`src/rtl/jt12_mixn_pkg.sv`:
```
// Shared types and helpers for the jt12_mixn mixer: FSM states, saturation and accumulator sizing.
package jt12_mixn_pkg;

  typedef enum logic [1:0] {IDLE, ACC, SAT, DCB} state_t;

  // Sum of CH signed*unsigned products never overflows this width.
  function automatic int acc_width(input int inw, input int gw, input int ch);
    return inw + gw + 1 + $clog2(ch);
  endfunction

  function automatic logic signed [63:0] sat(input logic signed [63:0] value, input int width);
    logic signed [63:0] hi;
    logic signed [63:0] lo;
    hi = (64'sd1 <<< (width - 1)) - 64'sd1;
    lo = -(64'sd1 <<< (width - 1));
    if (value > hi) return hi;
    else if (value < lo) return lo;
    else return value;
  endfunction

endpackage

```
`src/rtl/jt12_mixn_dcblk.sv`:
```
// DC-blocking high-pass stage: y[n] = x[n] - x[n-1] + y[n-1] - y[n-1]/256, saturated to W bits.
// Used by jt12_mixn only when JT12_MIXN_DCBLOCK_EN is defined.
module jt12_mixn_dcblk
  import jt12_mixn_pkg::*;
#(
  parameter int W = 16
) (
  input  logic                clk,
  input  logic                rst_n,
  input  logic                en,
  input  logic signed [W-1:0] x,
  input  logic                clip_in,
  output logic signed [W-1:0] y,
  output logic                valid,
  output logic                clip
);

  localparam int EW = W + 8;

  logic signed [W-1:0]  x_prev;
  logic signed [EW-1:0] sum;
  logic signed [63:0]   sum64;
  logic signed [63:0]   y_sat;

  always_comb begin
    sum   = EW'(x) - EW'(x_prev) + EW'(y) - EW'(y >>> 8);
    sum64 = 64'(sum);
    y_sat = sat(sum64, W);
  end

  // y doubles as the y[n-1] history register.
  always_ff @(posedge clk or negedge rst_n) begin
    if (!rst_n) begin
      x_prev <= '0;
      y      <= '0;
      valid  <= 1'b0;
      clip   <= 1'b0;
    end else begin
      valid <= en;
      clip  <= en & (clip_in | (y_sat != sum64));
      if (en) begin
        x_prev <= x;
        y      <= y_sat[W-1:0];
      end
    end
  end

endmodule

```
`src/rtl/jt12_mixn.sv`:
```
// jt12_mixn: N-channel mixer with per-channel gain/mute, one sequential MAC and output saturation.
// Define JT12_MIXN_DCBLOCK_EN to append the DC-blocking output stage (one extra cycle of latency).
module jt12_mixn
  import jt12_mixn_pkg::*;
#(
  parameter int CH    = 4,
  parameter int INW   = 16,
  parameter int GW    = 8,
  parameter int GFRAC = 4,
  parameter int OUTW  = 16,
  parameter int DIV   = 1008
) (
  input  logic                   clk,
  input  logic                   rst_n,
  input  logic [CH-1:0]          cen_in,
  input  logic [CH*INW-1:0]      snd_in,
  input  logic [CH*GW-1:0]       gain,
  input  logic [CH-1:0]          ch_en,
  output logic signed [OUTW-1:0] snd_out,
  output logic                   snd_valid,
  output logic                   clip,
  output logic                   overrun,
  output logic                   busy
);

  localparam int ACCW = acc_width(INW, GW, CH);
  localparam int PW   = INW + GW + 1;
  localparam int IW   = (CH > 1) ? $clog2(CH) : 1;
  localparam int CW   = $clog2(DIV);

  state_t                 state, state_nx;
  logic [CW-1:0]          cnt;
  logic                   tick;
  logic [IW-1:0]          idx;
  logic signed [INW-1:0]  lat  [CH];
  logic signed [INW-1:0]  snap [CH];
  logic signed [ACCW-1:0] acc;
  logic signed [PW-1:0]   prod;
  logic signed [63:0]     shifted, sat_val;
  logic                   sat_clip;
  logic signed [OUTW-1:0] sat_q;
  logic                   sat_vld_q, sat_clip_q;

  assign tick = (cnt == CW'(DIV - 1));
  assign busy = (state != IDLE);

  always_ff @(posedge clk or negedge rst_n) begin
    if (!rst_n) cnt <= '0;
    else if (tick) cnt <= '0;
    else cnt <= cnt + 1'b1;
  end

  always_ff @(posedge clk or negedge rst_n) begin
    if (!rst_n) begin
      for (int i = 0; i < CH; i++) lat[i] <= '0;
    end else begin
      for (int i = 0; i < CH; i++)
        if (cen_in[i]) lat[i] <= snd_in[i*INW +: INW];
    end
  end

  // Gain is zero-extended so the product stays signed*unsigned.
  always_comb begin
    prod     = PW'(snap[idx]) * PW'($signed({1'b0, gain[idx*GW +: GW]}));
    shifted  = 64'(acc) >>> GFRAC;
    sat_val  = sat(shifted, OUTW);
    sat_clip = (sat_val != shifted);
  end

  always_ff @(posedge clk or negedge rst_n) begin
    if (!rst_n) state <= IDLE;
    else state <= state_nx;
  end

  always_comb begin
    state_nx = state;
    case (state)
      IDLE: if (tick) state_nx = ACC;
      ACC:  if (idx == IW'(CH - 1)) state_nx = SAT;
`ifdef JT12_MIXN_DCBLOCK_EN
      SAT:  state_nx = DCB;
`else
      SAT:  state_nx = IDLE;
`endif
      default: state_nx = IDLE;
    endcase
  end

  // Ticks landing outside IDLE are dropped; the running mix is left untouched.
  always_ff @(posedge clk or negedge rst_n) begin
    if (!rst_n) begin
      for (int i = 0; i < CH; i++) snap[i] <= '0;
      acc        <= '0;
      idx        <= '0;
      overrun    <= 1'b0;
      sat_q      <= '0;
      sat_vld_q  <= 1'b0;
      sat_clip_q <= 1'b0;
    end else begin
      sat_vld_q  <= 1'b0;
      sat_clip_q <= 1'b0;
      if (tick && state != IDLE) overrun <= 1'b1;
      case (state)
        IDLE: if (tick) begin
          for (int i = 0; i < CH; i++) snap[i] <= lat[i];
          acc <= '0;
          idx <= '0;
        end
        ACC: begin
          acc <= acc + (ch_en[idx] ? ACCW'(prod) : ACCW'(0));
          idx <= idx + 1'b1;
        end
        SAT: begin
          sat_q      <= sat_val[OUTW-1:0];
          sat_vld_q  <= 1'b1;
          sat_clip_q <= sat_clip;
        end
        default: ;
      endcase
    end
  end

  // snd_valid is a one-cycle strobe qualifying snd_out; there is no ready,
  // so the consumer must take every valid sample. snd_out holds between strobes.
`ifdef JT12_MIXN_DCBLOCK_EN
  jt12_mixn_dcblk #(.W(OUTW)) u_dcblk (
    .clk     (clk),
    .rst_n   (rst_n),
    .en      (sat_vld_q),
    .x       (sat_q),
    .clip_in (sat_clip_q),
    .y       (snd_out),
    .valid   (snd_valid),
    .clip    (clip)
  );
`else
  assign snd_out   = sat_q;
  assign snd_valid = sat_vld_q;
  assign clip      = sat_clip_q;
`endif

endmodule

```
`config.mk`:
```
export PLATFORM = sky130hd
export DESIGN_NAME = jt12_mixn
export DESIGN_NICKNAME = d
export VERILOG_FILES = /design/src/rtl/jt12_mixn_pkg.sv /design/src/rtl/jt12_mixn_dcblk.sv /design/src/rtl/jt12_mixn.sv
export SDC_FILE = /design/constraint.sdc
export NUM_CORES = 1
export LEC_CHECK = 0
export ABC_AREA = 1
export BUFFER_PORTS_ARGS = -buffer_cell sky130_fd_sc_hd__buf_2
export CORE_AREA = 2 2 190 192
export CTS_CLUSTER_DIAMETER = 120
export DETAILED_ROUTE_END_ITERATION = 6
export DIE_AREA = 0 0 192 194
export PLACE_DENSITY_LB_ADDON = 0.3
export SLEW_MARGIN = 25
export SYNTH_ARGS = -nofsm -noshare
export SYNTH_HDL_FRONTEND = slang
export SYNTH_HIERARCHICAL = 1
export SYNTH_SLANG_ARGS = --single-unit
export TNS_END_PERCENT = 50
```
`constraint.sdc`:
```
create_clock -name clk -period 15.5 [get_ports clk]
set_clock_uncertainty 0.05 [all_clocks]
set_input_delay 0.775 -clock clk [delete_from_list [all_inputs] [get_ports clk]]
set_output_delay 0.775 -clock clk [all_outputs]
set_load 0.02 [all_outputs]
```
==> flow_summary.json <==
{
  "run_status": "finished, final reports clean",
  "synthCells": 1776,
  "gp_congestion": 0.887,
  "detail_route.wl_per_cell_um": 15.1,
  "final-setup-viol-count": 0,
  "grt_util_all_layers_pct": 20.2,
  "synth.cells.most_frequent": "sky130_fd_sc_hd__nand2_1 (413), sky130_fd_sc_hd__inv_1 (326), sky130_fd_sc_hd__o21ai_0 (192)",
  "clock_latency_ns": 0.46,
  "syn-num-nets": 2062,
  "fp.dieH_um": 194,
  "detailed_place.area_um2": 15000,
  "power_density_nw_per_um2": 64.9,
  "finish.cell_count_without_fillers": 2345,
  "critPathLaunch": "idx[0]$_DFFE_PN0P_",
  "drt_first_iter_violations": 736,
  "cts_tree": "yes",
  "mappedNetlistArea_um2": 14000,
  "ys_dominant_reg_cell": "sky130_fd_sc_hd__dfrtp_1",
  "coreArea_um2": 35200,
  "worst_hold_path_type": "in -> async",
  "vdd_ir_drop_max_mv": 0.0645,
  "die_x_um": 192,
  "postLayoutCoreUtil_pct": 44.2,
  "setup.reg_to_reg.worst_slack_ns": 7.29,
  "leading_area_contributor_after_synthesis": "sky130_fd_sc_hd__dfrtp_1",
  "asyncSetResetFlopFracSynth_pct": 100,
  "viasPerCell": 4.98,
  "critical_path.reg2reg.startpoint": "idx[0]$_DFFE_PN0P_",
  "n_antenna_cell": 0,
  "critical-path-top-cell-by-count": "sky130_fd_sc_hd__nand2_1",
  "post-dp-hpwl_um": 27800,
  "fmax_ghz": 0.122,
  "postCtsHoldBufs": 0,
  "grt_first_pass_wirelength_um": 59500,
  "vias": 11700,
  "grt_start_max_net_pins": 88,
  "final_layout_size_suffix_gt1_share_pct": 10.1,
  "worst_setup_path_start_kind": "register",
  "worst_path_largest_cell_delay_ns": 0.74,
  "grt_setup_unrepaired": "false",
  "max_slew.worst_pin.slew_ns": 1.05,
  "worst_path_dominant_cell_family": "adder cells",
  "synth_enable_flop_cells": 0,
  "floorplan.die_area_um2": 37200,
  "core.rowCount": 69,
  "min_clock_period_post_route_ns": 8.21,
  "crit_fanout": 52,
  "numCtsBuffers": 17,
  "cts-resized-gates": 0,
  "layout.cell_area.non_filler_um2": 15600,
  "slew_headroom_pct": 30.1,
  "numClockSinks": 188,
  "fin_tns_setup_ns": 0,
  "clock_tree.htree_level_count": 4,
  "synth.yosys.seq_area_share_pct": 33.7,
  "cp.required_ns": 15.80,
  "worstPathArrival_ns": 8.51,
  "drt_pass1_iterations": 5,
  "cts.repair_timing.setup_buffer_count": 0,
  "synth.avg_cell_area_um2": 7.86,
  "worstSetupPathType": "reg -> reg",
  "synth_most_common_cell": "sky130_fd_sc_hd__nand2_1",
  "cap_viol_max_count": 0,
  "synth_cell_type_count": 44,
  "drtAntennaViolNets": 0,
  "yosys_register_bits": 188,
  "worstPathBufferInverterCount": 5,
  "worst_path_max_delay_cell": "sky130_fd_sc_hd__a32oi_1",
  "grt_pass1_vias": 11900,
  "finalNetCount": 2158,
  "drv_slew": 0,
  "clock-root-buffer": "sky130_fd_sc_hd__clkbuf_16",
  "end_kind": "register",
  "drc_errors": 0,
  "area_growth_pct": 11.6,
  "yosysWarnings": 6,
  "p_leak_nw": 8.31,
  "port_buffers": 125,
  "final_hold_violations": 0,
  "placedCellCount": 2314,
  "io_pins": 126,
  "totalWireLength_um": 35400,
  "floorplan.initialDensity_pct": 39.6,
  "netlist_top_cells_area": "sky130_fd_sc_hd__dfrtp_1 (34%), sky130_fd_sc_hd__fa_1 (15%), sky130_fd_sc_hd__nand2_1 (11%)",
  "finalCritPeriodShare_pct": 52.9,
  "cts_buffer_depth": 2,
  "synthDominantCellAreaShare_pct": 33.7,
  "worst_setup_hold_path_clk_slew_ns": 0.08,
  "fillCellCount": 3576,
  "grt_antenna_before_repair": 0,
  "grt_overflow_total": 0
}
cell families after synthesis:
group                      after synthesis  share of synthesized area, %
adders and majority gates              180                          21.7
xor gates and xnor gates                16                          1.00
AOI/OAI and AO/OA                      378                          15.0
DFF                                    188                          33.7
buffers and inverters                  391                          10.7
and+or+nand+nor                        623                          17.8
per-stage QoR:
stage	total power [mW]	setup slack [ns]	hold slack, ns
after floorplan	0.542	8.89	0.382
after global placement	0.577	7.28	0.401
after detailed placement	0.578	7.37	0.407
after CTS	1.02	7.37	0.258
after global routing	1.05	6.62	0.268
final	1.01	7.29	0.245
registers in the layout, indices dropped and copies added, names as in the netlist:
| signal | count |
|---|---|
| snap | 64 |
| clip | 1 |
| acc | 27 |
| state | 2 |
| snd_valid | 1 |
| overrun | 1 |
| lat | 64 |
| snd_out | 16 |
| idx | 2 |
| cnt | 10 |
final cells by class:
class / count / area (um^2) / share of cell area, %
Multi-Input combinational cell: 1197 / 7760 / 49.8
Timing Repair Buffer: 135 / 709 / 4.55
Inverter: 333 / 1250 / 8.02
Tap cell: 461 / 577 / 3.70
Sequential cell: 188 / 4700 / 30.2
Clock buffer: 17 / 425 / 2.73
Clock inverter: 14 / 154 / 0.988
power breakdown:
group | internal [mW] | switching, mW
Combinational | 0.0188 | 0.0404
Clock | 0.228 | 0.216
Sequential | 0.505 | 0.00348
Total | 0.752 | 0.260
placed cells by master (no fill, tap or decap), types with 2 or more instances in the layout:
cell type                   count
sky130_fd_sc_hd__inv_2          6
sky130_fd_sc_hd__inv_6          5
sky130_fd_sc_hd__nor3_1         6
sky130_fd_sc_hd__nand4_1        8
sky130_fd_sc_hd__dfrtp_1      188
sky130_fd_sc_hd__or2_1          3
sky130_fd_sc_hd__nand2_2        3
sky130_fd_sc_hd__clkbuf_16     17
sky130_fd_sc_hd__nor2_1       140
sky130_fd_sc_hd__clkinv_4       2
sky130_fd_sc_hd__a21boi_0       3
sky130_fd_sc_hd__o21ai_2        2
sky130_fd_sc_hd__o31ai_1        2
sky130_fd_sc_hd__ha_1          77
sky130_fd_sc_hd__buf_2        124
sky130_fd_sc_hd__a32oi_2        4
sky130_fd_sc_hd__o211ai_1       2
sky130_fd_sc_hd__fa_1         103
sky130_fd_sc_hd__nand3_1       35
sky130_fd_sc_hd__o21ai_0      192
sky130_fd_sc_hd__inv_1        326
sky130_fd_sc_hd__a32oi_1       18
sky130_fd_sc_hd__a31oi_1        2
sky130_fd_sc_hd__a21oi_1      124
sky130_fd_sc_hd__nand2_1      412
sky130_fd_sc_hd__inv_8          3
sky130_fd_sc_hd__o21ai_1        3
sky130_fd_sc_hd__nand3_2        3
sky130_fd_sc_hd__o21bai_2       2
sky130_fd_sc_hd__a21o_1         3
sky130_fd_sc_hd__o21bai_1       5
sky130_fd_sc_hd__nor4_1         7
sky130_fd_sc_hd__o22ai_1       11
sky130_fd_sc_hd__buf_4         10
sky130_fd_sc_hd__xor2_1        11
sky130_fd_sc_hd__a22o_1         2
sky130_fd_sc_hd__xnor2_1        5
final timing paths:
check	endpoint	cells past startpoint
worst min-delay path	lat[57]$_DFFE_PN0P_	1
min in group clk	cnt[0]$_DFF_PN0_	1
max in group asynchronous	acc[19]$_DFFE_PN0P_	3
worst min register to register	cnt[0]$_DFF_PN0_	1
worst max register to register	acc[26]$_DFFE_PN0P_	33
worst max-delay path	acc[26]$_DFFE_PN0P_	33
layer usage:
layer	track usage [%]	wire length (um)	vias to the layer above
met4	6.22	875	0
met2	33.7	17200	261
li1	-	-	5797
met5	0	0	-
met1	27.1	16000	5567
met3	2.88	1350	56
No activity file was read; power rests on OpenSTA's default activity.
